$ cat config.mk
export PLATFORM = sky130hd
export DESIGN_NAME = rnl_neuron_flat
export DESIGN_NICKNAME = d
export VERILOG_FILES = /design/src/rtl/rnl_neuron_if.sv /design/src/rtl/rnl_neuron.sv /design/src/flat_wrapper.sv
export SDC_FILE = /design/constraint.sdc
export NUM_CORES = 1
export LEC_CHECK = 0
export BUFFER_PORTS_ARGS = -buffer_cell sky130_fd_sc_hd__buf_2
export CAP_MARGIN = 10
export CORE_MARGIN = 10
export CORE_UTILIZATION = 50
export CTS_CLUSTER_DIAMETER = 120
export DETAILED_ROUTE_END_ITERATION = 16
export MAX_ROUTING_LAYER = met4
export PLACE_DENSITY = 0.72
export SYNTH_ARGS = -nofsm -noshare
export SYNTH_HDL_FRONTEND = slang
export SYNTH_SLANG_ARGS = --single-unit
$ cat constraint.sdc
create_clock -name aclk -period 11.8 [get_ports aclk]
set_clock_uncertainty 0.1 [all_clocks]
set_input_delay 2.36 -clock aclk [delete_from_list [all_inputs] [get_ports aclk]]
set_output_delay 2.36 -clock aclk [all_outputs]
set_load 0.02 [all_outputs]
$ cat src/rtl/rnl_neuron_if.sv
// Bundle between the delay-unit bank and the RNL neuron body.
// The master drives synaptic pulses and threshold; the slave (neuron) drives the spike outputs.
interface rnl_neuron_if #(
  parameter int unsigned NUM_INPUTS        = 8,
  parameter int unsigned GAMMA_CYCLE_WIDTH = 16
);
  localparam int unsigned POT_W = $clog2(NUM_INPUTS * GAMMA_CYCLE_WIDTH + 1);
  localparam int unsigned CW    = $clog2(GAMMA_CYCLE_WIDTH);

  logic [NUM_INPUTS-1:0] in_spikes;
  logic [POT_W-1:0]      threshold;
  logic                  out;
  logic [CW-1:0]         spike_time;
  logic                  fired;
  logic [CW-1:0]         gamma_cnt;

  modport master (
    output in_spikes, threshold,
    input  out, spike_time, fired, gamma_cnt
  );

  modport slave (
    input  in_spikes, threshold,
    output out, spike_time, fired, gamma_cnt
  );
endinterface

$ cat src/rtl/rnl_neuron.sv
// Ramp-no-leak neuron body: every rising input edge opens a unit ramp on the potential,
// and the neuron emits one fixed-width pulse per gamma cycle when the potential reaches threshold.
module rnl_neuron #(
  parameter int unsigned NUM_INPUTS        = 8,
  parameter int unsigned GAMMA_CYCLE_WIDTH = 16,
  parameter int unsigned PULSE_WIDTH       = 4
) (
  input  logic         aclk,
  input  logic         grst,
  rnl_neuron_if.slave  bus
);
  localparam int unsigned POT_W = $clog2(NUM_INPUTS * GAMMA_CYCLE_WIDTH + 1);
  localparam int unsigned CW    = $clog2(GAMMA_CYCLE_WIDTH);
  localparam int unsigned PCW   = $clog2(PULSE_WIDTH + 1);
  localparam logic [CW-1:0] LAST_CNT = CW'(GAMMA_CYCLE_WIDTH - 1);

  typedef enum logic {IDLE, PULSE} state_t;

  state_t                state_q, state_d;
  logic [CW-1:0]         gamma_cnt_q, gamma_cnt_d;
  logic [POT_W-1:0]      pot_q, pot_d;
  logic [NUM_INPUTS-1:0] ramp_q, ramp_d;
  logic [NUM_INPUTS-1:0] in_prev_q, in_prev_d;
  logic [PCW-1:0]        pcnt_q, pcnt_d;
  logic                  out_q, out_d;
  logic                  fired_q, fired_d;
  logic [CW-1:0]         spike_time_q, spike_time_d;

  logic                  wrap;
  logic                  fire;
  logic [NUM_INPUTS-1:0] rise;
  logic [NUM_INPUTS-1:0] act;
  logic [POT_W-1:0]      pot_next;

  // State register; grst overrides everything, including an active pulse.
  always_ff @(posedge aclk) begin
    if (grst) begin
      state_q      <= IDLE;
      gamma_cnt_q  <= '0;
      pot_q        <= '0;
      ramp_q       <= '0;
      in_prev_q    <= '0;
      pcnt_q       <= '0;
      out_q        <= 1'b0;
      fired_q      <= 1'b0;
      spike_time_q <= '0;
    end else begin
      state_q      <= state_d;
      gamma_cnt_q  <= gamma_cnt_d;
      pot_q        <= pot_d;
      ramp_q       <= ramp_d;
      in_prev_q    <= in_prev_d;
      pcnt_q       <= pcnt_d;
      out_q        <= out_d;
      fired_q      <= fired_d;
      spike_time_q <= spike_time_d;
    end
  end

  // Ramp accumulation, firing decision and pulse sequencing.
  always_comb begin
    state_d      = state_q;
    pcnt_d       = pcnt_q;
    fired_d      = fired_q;
    spike_time_d = spike_time_q;
    wrap         = (gamma_cnt_q == LAST_CNT);
    gamma_cnt_d  = gamma_cnt_q + CW'(1);
    rise         = bus.in_spikes & ~in_prev_q;
    act          = ramp_q | rise;
    in_prev_d    = bus.in_spikes;
    ramp_d       = act;

    pot_next = pot_q;
    for (int i = 0; i < NUM_INPUTS; i++) begin
      pot_next = pot_next + POT_W'(act[i]);
    end
    pot_d = pot_next;

    // The last gamma index cannot fire: its pulse would be truncated to nothing.
    fire = !fired_q && (pot_next >= bus.threshold) && !wrap;
    if (fire) begin
      fired_d      = 1'b1;
      spike_time_d = gamma_cnt_q;
    end

    case (state_q)
      IDLE: begin
        if (fire) begin
          state_d = PULSE;
          pcnt_d  = PCW'(PULSE_WIDTH - 1);
        end
      end
      PULSE: begin
        if (pcnt_q == '0) begin
          state_d = IDLE;
        end else begin
          pcnt_d = pcnt_q - PCW'(1);
        end
      end
      default: state_d = IDLE;
    endcase

    if (wrap) begin
      pot_d   = '0;
      ramp_d  = '0;
      fired_d = 1'b0;
      state_d = IDLE;
    end

    out_d = (state_d == PULSE);
  end

  assign bus.out        = out_q;
  assign bus.fired      = fired_q;
  assign bus.spike_time = spike_time_q;
  assign bus.gamma_cnt  = gamma_cnt_q;
endmodule

$ cat src/flat_wrapper.sv
// flat-port wrapper written by rule: the top's interface ports become plain ports
module rnl_neuron_flat 
#(
  parameter int unsigned NUM_INPUTS        = 8,
  parameter int unsigned GAMMA_CYCLE_WIDTH = 16,
  parameter int unsigned PULSE_WIDTH       = 4
)
  (aclk, grst, bus_in_spikes, bus_threshold, bus_out, bus_spike_time, bus_fired, bus_gamma_cnt);
  rnl_neuron_if #(.NUM_INPUTS(NUM_INPUTS), .GAMMA_CYCLE_WIDTH(GAMMA_CYCLE_WIDTH)) bus_i ();
  input  logic aclk;
  input  logic grst;
  input wire logic [$bits(bus_i.in_spikes)-1:0] bus_in_spikes;
  input wire logic [$bits(bus_i.threshold)-1:0] bus_threshold;
  output wire logic [$bits(bus_i.out)-1:0] bus_out;
  output wire logic [$bits(bus_i.spike_time)-1:0] bus_spike_time;
  output wire logic [$bits(bus_i.fired)-1:0] bus_fired;
  output wire logic [$bits(bus_i.gamma_cnt)-1:0] bus_gamma_cnt;
  assign bus_i.in_spikes = bus_in_spikes;
  assign bus_i.threshold = bus_threshold;
  assign bus_out = bus_i.out;
  assign bus_spike_time = bus_i.spike_time;
  assign bus_fired = bus_i.fired;
  assign bus_gamma_cnt = bus_i.gamma_cnt;
  rnl_neuron #(.NUM_INPUTS(NUM_INPUTS), .GAMMA_CYCLE_WIDTH(GAMMA_CYCLE_WIDTH), .PULSE_WIDTH(PULSE_WIDTH)) u_core (.aclk(aclk), .grst(grst), .bus(bus_i));
endmodule
==> metrics.yaml, run 1 <==
logic_synthesis:
  ys_warn_count: 0
  ys_seq_area_share_pct: 41.9
  synth_area_mm2: 0.00177
  synth_xor_area_share_pct: 3.47
  synth_fp_nets: 224
  synth-simple-area-share_pct: 15.9
  synth_commonest_cells: "dfxtp_1 (37), inv_1 (27), ha_1 (17), nor2b_1 (17), a21oi_1 (14)"
  synth_fa_ha_area_share_pct: 17.7
  avgSynthCellArea_um2: 9.60
  synth_top_family_by_area: "adder cells"
  post-synth-top-area-fraction_pct: 41.9
  synth_flop_cell: "dfxtp_1"
  synth_compound_area_share_pct: 12.3
  synth_edf_count: 0
  syn_inst: 184
  yosysTopAreaCell: "dfxtp_1"
  async_flop_share_pct: 0
  yosysMostFrequentCell: "dfxtp_1"
  synth.area.top_cells: "dfxtp_1 (42%), ha_1 (12%), nor2b_1 (6.0%)"
  yosysUniqueCellTypes: 28
  muxShareOfSynthArea_pct: 2.27
  synth-seq-cells: 37
sta:
  postLayoutSetupSlackWorst_ps: 5020
  fin_tns_setup_ps: 0
  maxSlewHeadroom_pct: 57.1
  min_period_ps: 6780
  worst_pin_slew_ps: 643
  hold_violations: 0
  post-route-period-util_pct: 57.4
  fmax_ghz: 0.148
  drv_slew: 0
  rsz0062_at_grt: "no"
  setup_violations: 0
placement:
  placedCellCount: 254
  io_buffers: 27
  place.gp.congestion: 0.801
  dp_hpwl_mm: 2.67
  place_ws_ps: 4670
  dpl_cell_area_mm2: 0.00195
worst_setup_path:
  r2r_cells: 20
  arrival_ps: 6950
  worstSetupPathType: "in -> reg"
  crit_required_ps: 11970
  endpoint: "u_core.bus.spike_time[3]"
  setup.worst_path.start: "bus_in_spikes[0]"
  max_stage_delay_ps: 540
  path_max_fanout: 4
  reg2reg_slack_ps: 6770
  crit_top_cell: "fa_1"
  end_kind: "register"
  cp-start-kind: "primary input"
  crit_path_top_delay_cell: "fa_1"
  path_cells: "buf_2 -> a21oi_1 -> fa_1 -> inv_1 -> fa_1 -> inv_1 -> fa_1 -> inv_1 -> fa_1 -> fa_1 -> a21o_1 -> a21oi_1 -> nor2_1 -> xor2_1 -> ha_1 -> nand4_1 -> a21oi_1 -> a21oi_4 -> nor2_2 -> mux2i_1"
  r2r_end: "u_core.bus.spike_time[3]"
  r2r-start: "u_core.in_prev_q[0]"
clock_tree:
  ctsHoldBuffers: 0
  cts_resized: 0
  clock_latency_ps: 340
  clock-sinks: 37
  clk_pin_slew_ps: 100
  clock_path_buffers: 2
  postCtsSetupBuffers: 0
  numCtsBuffers: 5
  cts_tree: "yes"
  htreeDepth: 2
  root_buffer: "clkbuf_4"
detailed_routing:
  drc: 0
  routed_wl_mm: 3.35
  wl_met3_um: 151
  dr.pass1.iters: 4
  ant_nets: 0
  wl_met2_mm: 1.68
  vias_per_cell: 4.95
  top_layer_used: "met4"
  drt_iter0_markers: 46
  dr_total_vias: 1291
  wl_met1_mm: 1.46
  route.detailed.wl_per_inst_um: 12.8
cells_and_area:
  area.growth.synth_to_final_pct: 13.4
  fillers: 319
  diodes: 0
  fin_nets: 255
  fin_area_mm2: 0.00200
  fin_cells: 261
  layout-drive-gt1-share_pct: 16.3
hold_path:
  min_path_type: "reg -> reg"
pwr:
  p_leak_nw: 0.977
  pwr_density_cell_mw_per_mm2: 197
  peakVddDrop_mv: 0.126
floorplanning:
  num_io_pins: 28
  initial_core_util_pct: 52.5
  fp.dieW_um: 79.4
  num_rows: 21
  core_mm2: 0.00336
  chipHeight_um: 79.4
  die_area_mm2: 0.00631
grt:
  grt_max_degree: 26
  grt_pass1_vias: 1372
  grt_usage_pct: 12.0
  antenna_found_initial: 0
  grt_pass1_wl_mm: 5.93
  grt_remaining_overflow: 0
run_status:
  status: "complete, no violations"
flow_run:
  drv_cap: 0
[how the worst min path moves through the flow]
stage	from	to	slack, ps	cells past startpoint
global route	u_core.bus.spike_time[2]	u_core.bus.spike_time[2]	410	2
global placement	u_core.bus.gamma_cnt[0]	u_core.bus.gamma_cnt[0]	350	1
CTS	u_core.bus.fired	u_core.bus.fired	390	2
finish	u_core.bus.spike_time[0]	u_core.bus.spike_time[0]	380	2
detailed placement	u_core.bus.spike_time[1]	u_core.bus.spike_time[1]	360	2
floorplan	u_core.ramp_q[1]	u_core.ramp_q[1]	350	2
[power by group]
| group | switching (mW) | internal (mW) |
|---|---|---|
| combinational | 0.0970 | 0.0815 |
| sequential | 0.00854 | 0.140 |
| clock | 0.0397 | 0.0282 |
[placed cells by master, fill, tap and decap left out, types with 2 or more instances in the layout]
cell	instances
nor2_1	13
ha_1	17
inv_1	27
xnor2_1	3
clkbuf_4	5
a211oi_1	2
nand2b_1	12
buf_2	27
mux2i_1	4
a21o_1	5
dfxtp_1	37
xor2_1	4
o31a_1	2
nor2b_1	17
fa_1	5
nand3_1	2
a21oi_1	14
o21ai_1	3
nand2_1	4
[per-layer routing]
metal	global-route usage, %	vias up
met5	-	-
met4	5.91	0
met3	3.72	8
met2	20.3	27
met1	12.4	597
li1	-	659
[metrics by stage]
step | power, mW | util (%) | hold slack, ps
4_1_cts | 0.401 | 59.6 | 385
6_report | 0.395 | 59.6 | 381
3_5_place_dp | 0.333 | 57.9 | 362
2_1_floorplan | 0.289 | - | 350
3_3_place_gp | 0.325 | 57.9 | 350
5_1_grt | 0.435 | 59.6 | 412
[cells by family after synthesis]
family,count (synthesis)
flip-flops,37
multiplexers,4
adder cells (fa/ha/maj),22
XOR/XNOR,7
buffers and inverters,30
AND/OR/NAND/NOR,52
AO/OA/AOI/OAI,32
[flip-flops by register name (all words and copies together), names as in the netlist]
register	cells
u_core.bus.fired	1
u_core.bus.gamma_cnt	4
u_core.bus.out	1
u_core.bus.spike_time	4
u_core.in_prev_q	8
u_core.pcnt_q	3
u_core.pot_q	8
u_core.ramp_q	8
[worst max-delay path: cells and delay by family]
kind / cells / cell delay [ps]
mux: 1 / 210
xor+xnor: 1 / 170
fa+ha+maj: 6 / 2700
simple gates: 3 / 420
buf+inv: 4 / 240
compound gates: 5 / 840
[final cells by class]
class	instances	area, um^2	area share (%)
tap	46	57.6	2.87
inverter	27	101	5.06
multi-input combinational	117	913	45.6
clock buffer	7	55.1	2.75
sequential	37	741	37.0
timing repair buffer	27	135	6.75
Note: power is estimated with default switching activity, not from simulation.
==> run 2: changes to the inputs <==
--- a/config.mk
+++ b/config.mk
@@ -12,7 +12,7 @@
 export CTS_CLUSTER_DIAMETER = 120
 export DETAILED_ROUTE_END_ITERATION = 16
 export MAX_ROUTING_LAYER = met4
-export PLACE_DENSITY = 0.72
+export PLACE_DENSITY = 0.75
 export SYNTH_ARGS = -nofsm -noshare
 export SYNTH_HDL_FRONTEND = slang
 export SYNTH_SLANG_ARGS = --single-unit
==> constraint.sdc (replaced) <==
create_clock -name aclk -period 5.8 [get_ports aclk]
set_clock_uncertainty 0.1 [all_clocks]
set_input_delay 1.16 -clock aclk [delete_from_list [all_inputs] [get_ports aclk]]
set_output_delay 1.16 -clock aclk [all_outputs]
set_load 0.02 [all_outputs]
==> run 2 against run 1 <==
  * Critical path depth increased by 1
  * Sequential power up 100%
  * Worst hold slack is essentially flat
  * Utilization increased by 1.7 points
  * Non-clock buffer count grew 4
  * Largest power group unchanged
==> metrics.yaml, run 2 (synthesis gave the netlist of run 1 again) <==
grt:
  grt_usage_pct: 11.4
  grt_max_degree: 26
  grt_pass1_wl_mm: 5.63
  grt_remaining_overflow: 0
  grt_pass1_vias: 1276
  antenna_found_initial: 0
sta:
  min_period_ps: 5480
  rsz0062_at_grt: "no"
  maxSlewHeadroom_pct: 58.5
  hold_violations: 0
  drv_slew: 0
  fmax_ghz: 0.182
  setup_violations: 0
  post-route-period-util_pct: 94.6
  worst_pin_slew_ps: 622
cells_and_area:
  fin_util_pct: 61.2
  fin_area_mm2: 0.00206
  fin_nets: 259
  layout-drive-gt1-share_pct: 18.7
  area.growth.synth_to_final_pct: 16.6
  reg_top3: "u_core.in_prev_q (8), u_core.pot_q (8), u_core.ramp_q (8)"
  layout_common_cells: "dfxtp_1 (37), inv_1 (27), buf_2 (27)"
  layout_commonest_cell: "dfxtp_1"
  diodes: 0
placement:
  place.gp.congestion: 0.821
  io_buffers: 27
  dpl_cell_area_mm2: 0.00197
  dp_hpwl_mm: 2.42
clock_tree:
  numCtsBuffers: 5
  clock-sinks: 37
  clock_latency_ps: 350
  clock_path_buffers: 2
  cts_tree: "yes"
  clk_pin_slew_ps: 100
  root_buffer: "clkbuf_4"
  htreeDepth: 2
floorplanning:
  fp.dieW_um: 79.4
  die_area_mm2: 0.00631
  num_io_pins: 28
  initial_core_util_pct: 52.5
  num_rows: 21
  chipHeight_um: 79.4
  core_mm2: 0.00336
hold_path:
  min_path_type: "reg -> reg"
  hold_path_depth: 2
detailed_routing:
  vias_per_cell: 4.76
  dr.pass1.iters: 4
  dr_total_vias: 1262
  drt_iter0_markers: 73
  ant_nets: 0
  routed_wl_mm: 3.08
  route.detailed.wl_per_inst_um: 11.6
  drc: 0
flow_run:
  drv_cap: 0
worst_setup_path:
  cp-start-kind: "primary input"
  r2r_end: "u_core.pcnt_q[1]"
  end_kind: "register"
  crit_required_ps: 5950
  setup.worst_path.start: "bus_in_spikes[0]"
  r2r-start: "u_core.in_prev_q[0]"
  r2r_cells: 21
  arrival_ps: 5630
  reg2reg_slack_ps: 850
  worstSetupPathType: "in -> reg"
  path_max_fanout: 4
  endpoint: "u_core.pcnt_q[1]"
pwr:
  power.total_mw: 0.839
  p_leak_nw: 1.01
  pwr_density_cell_mw_per_mm2: 407
  peakVddDrop_mv: 0.215
run_status:
  status: "complete, no violations"
## run 2: cell type report
class                   count  area, um^2
clock buffers               5        37.5
clock inverters             2        35.0
fillers                   312        1300
inverters                  27         101
multi-input cells         117         922
flip-flops and latches     37         741
well taps                  46        57.6
repair buffers             31         165
## run 2: layer usage
layer	wire length [um]	share of wire, %	GRT usage [%]	vias up
li1	-	-	-	670
met1	1450	47	12.3	566
met2	1420	46	18.3	19
met3	133	4.3	3.72	7
met4	73	2.4	5.91	0
met5	0	0	-	-
## run 2: metrics by stage
| step | std cells | TNS (ps) | hold slack (ps) | setup slack (ps) |
|---|---|---|---|---|
| final | 265 | 0 | 381 | 316 |
| after global routing | 265 | 0 | 406 | 2.92 |
| after CTS | 264 | 0 | 383 | 229 |
| after detailed placement | 257 | -287 | 361 | -110 |
| after global placement | 257 | -13.1 | 359 | -3.89 |
| after floorplan | 184 | 0 | 350 | 248 |
## run 2: how the worst min path moves through the flow
stage          slack (ps)                        to                     start
2_1_floorplan         350          u_core.ramp_q[1]          u_core.ramp_q[1]
3_3_place_gp          360   u_core.bus.gamma_cnt[0]   u_core.bus.gamma_cnt[0]
3_5_place_dp          360  u_core.bus.spike_time[2]  u_core.bus.spike_time[2]
4_1_cts               380  u_core.bus.spike_time[2]  u_core.bus.spike_time[2]
5_1_grt               410  u_core.bus.spike_time[0]  u_core.bus.spike_time[0]
6_report              380  u_core.bus.spike_time[2]  u_core.bus.spike_time[2]
## run 2: repair_timing
action,4_1_cts,5_1_grt
setup buffers,0,1
endpoints found under the setup margin,0,5
hold buffers,0,0
resized for setup,0,2
## run 2: power breakdown
| group | switching [mW] | internal [mW] |
|---|---|---|
| Clock | 0.0842 | 0.0877 |
| Combinational | 0.192 | 0.174 |
| Sequential | 0.0156 | 0.286 |
| Total | 0.291 | 0.547 |
## run 2: worst max-delay path, stage by stage
cell and delay (ps):
buf_2 80, a21oi_1 90, fa_1 540, inv_1 50, fa_1 480, inv_1 60
fa_1 490, inv_1 50, fa_1 460, fa_1 410, a21o_1 190, a21oi_1 170
nor2_1 80, xor2_1 210, ha_1 280, nand4_1 100, a21oi_2 60, a21oi_4 220
nor3_1 80, buf_4 140, o31a_1 220
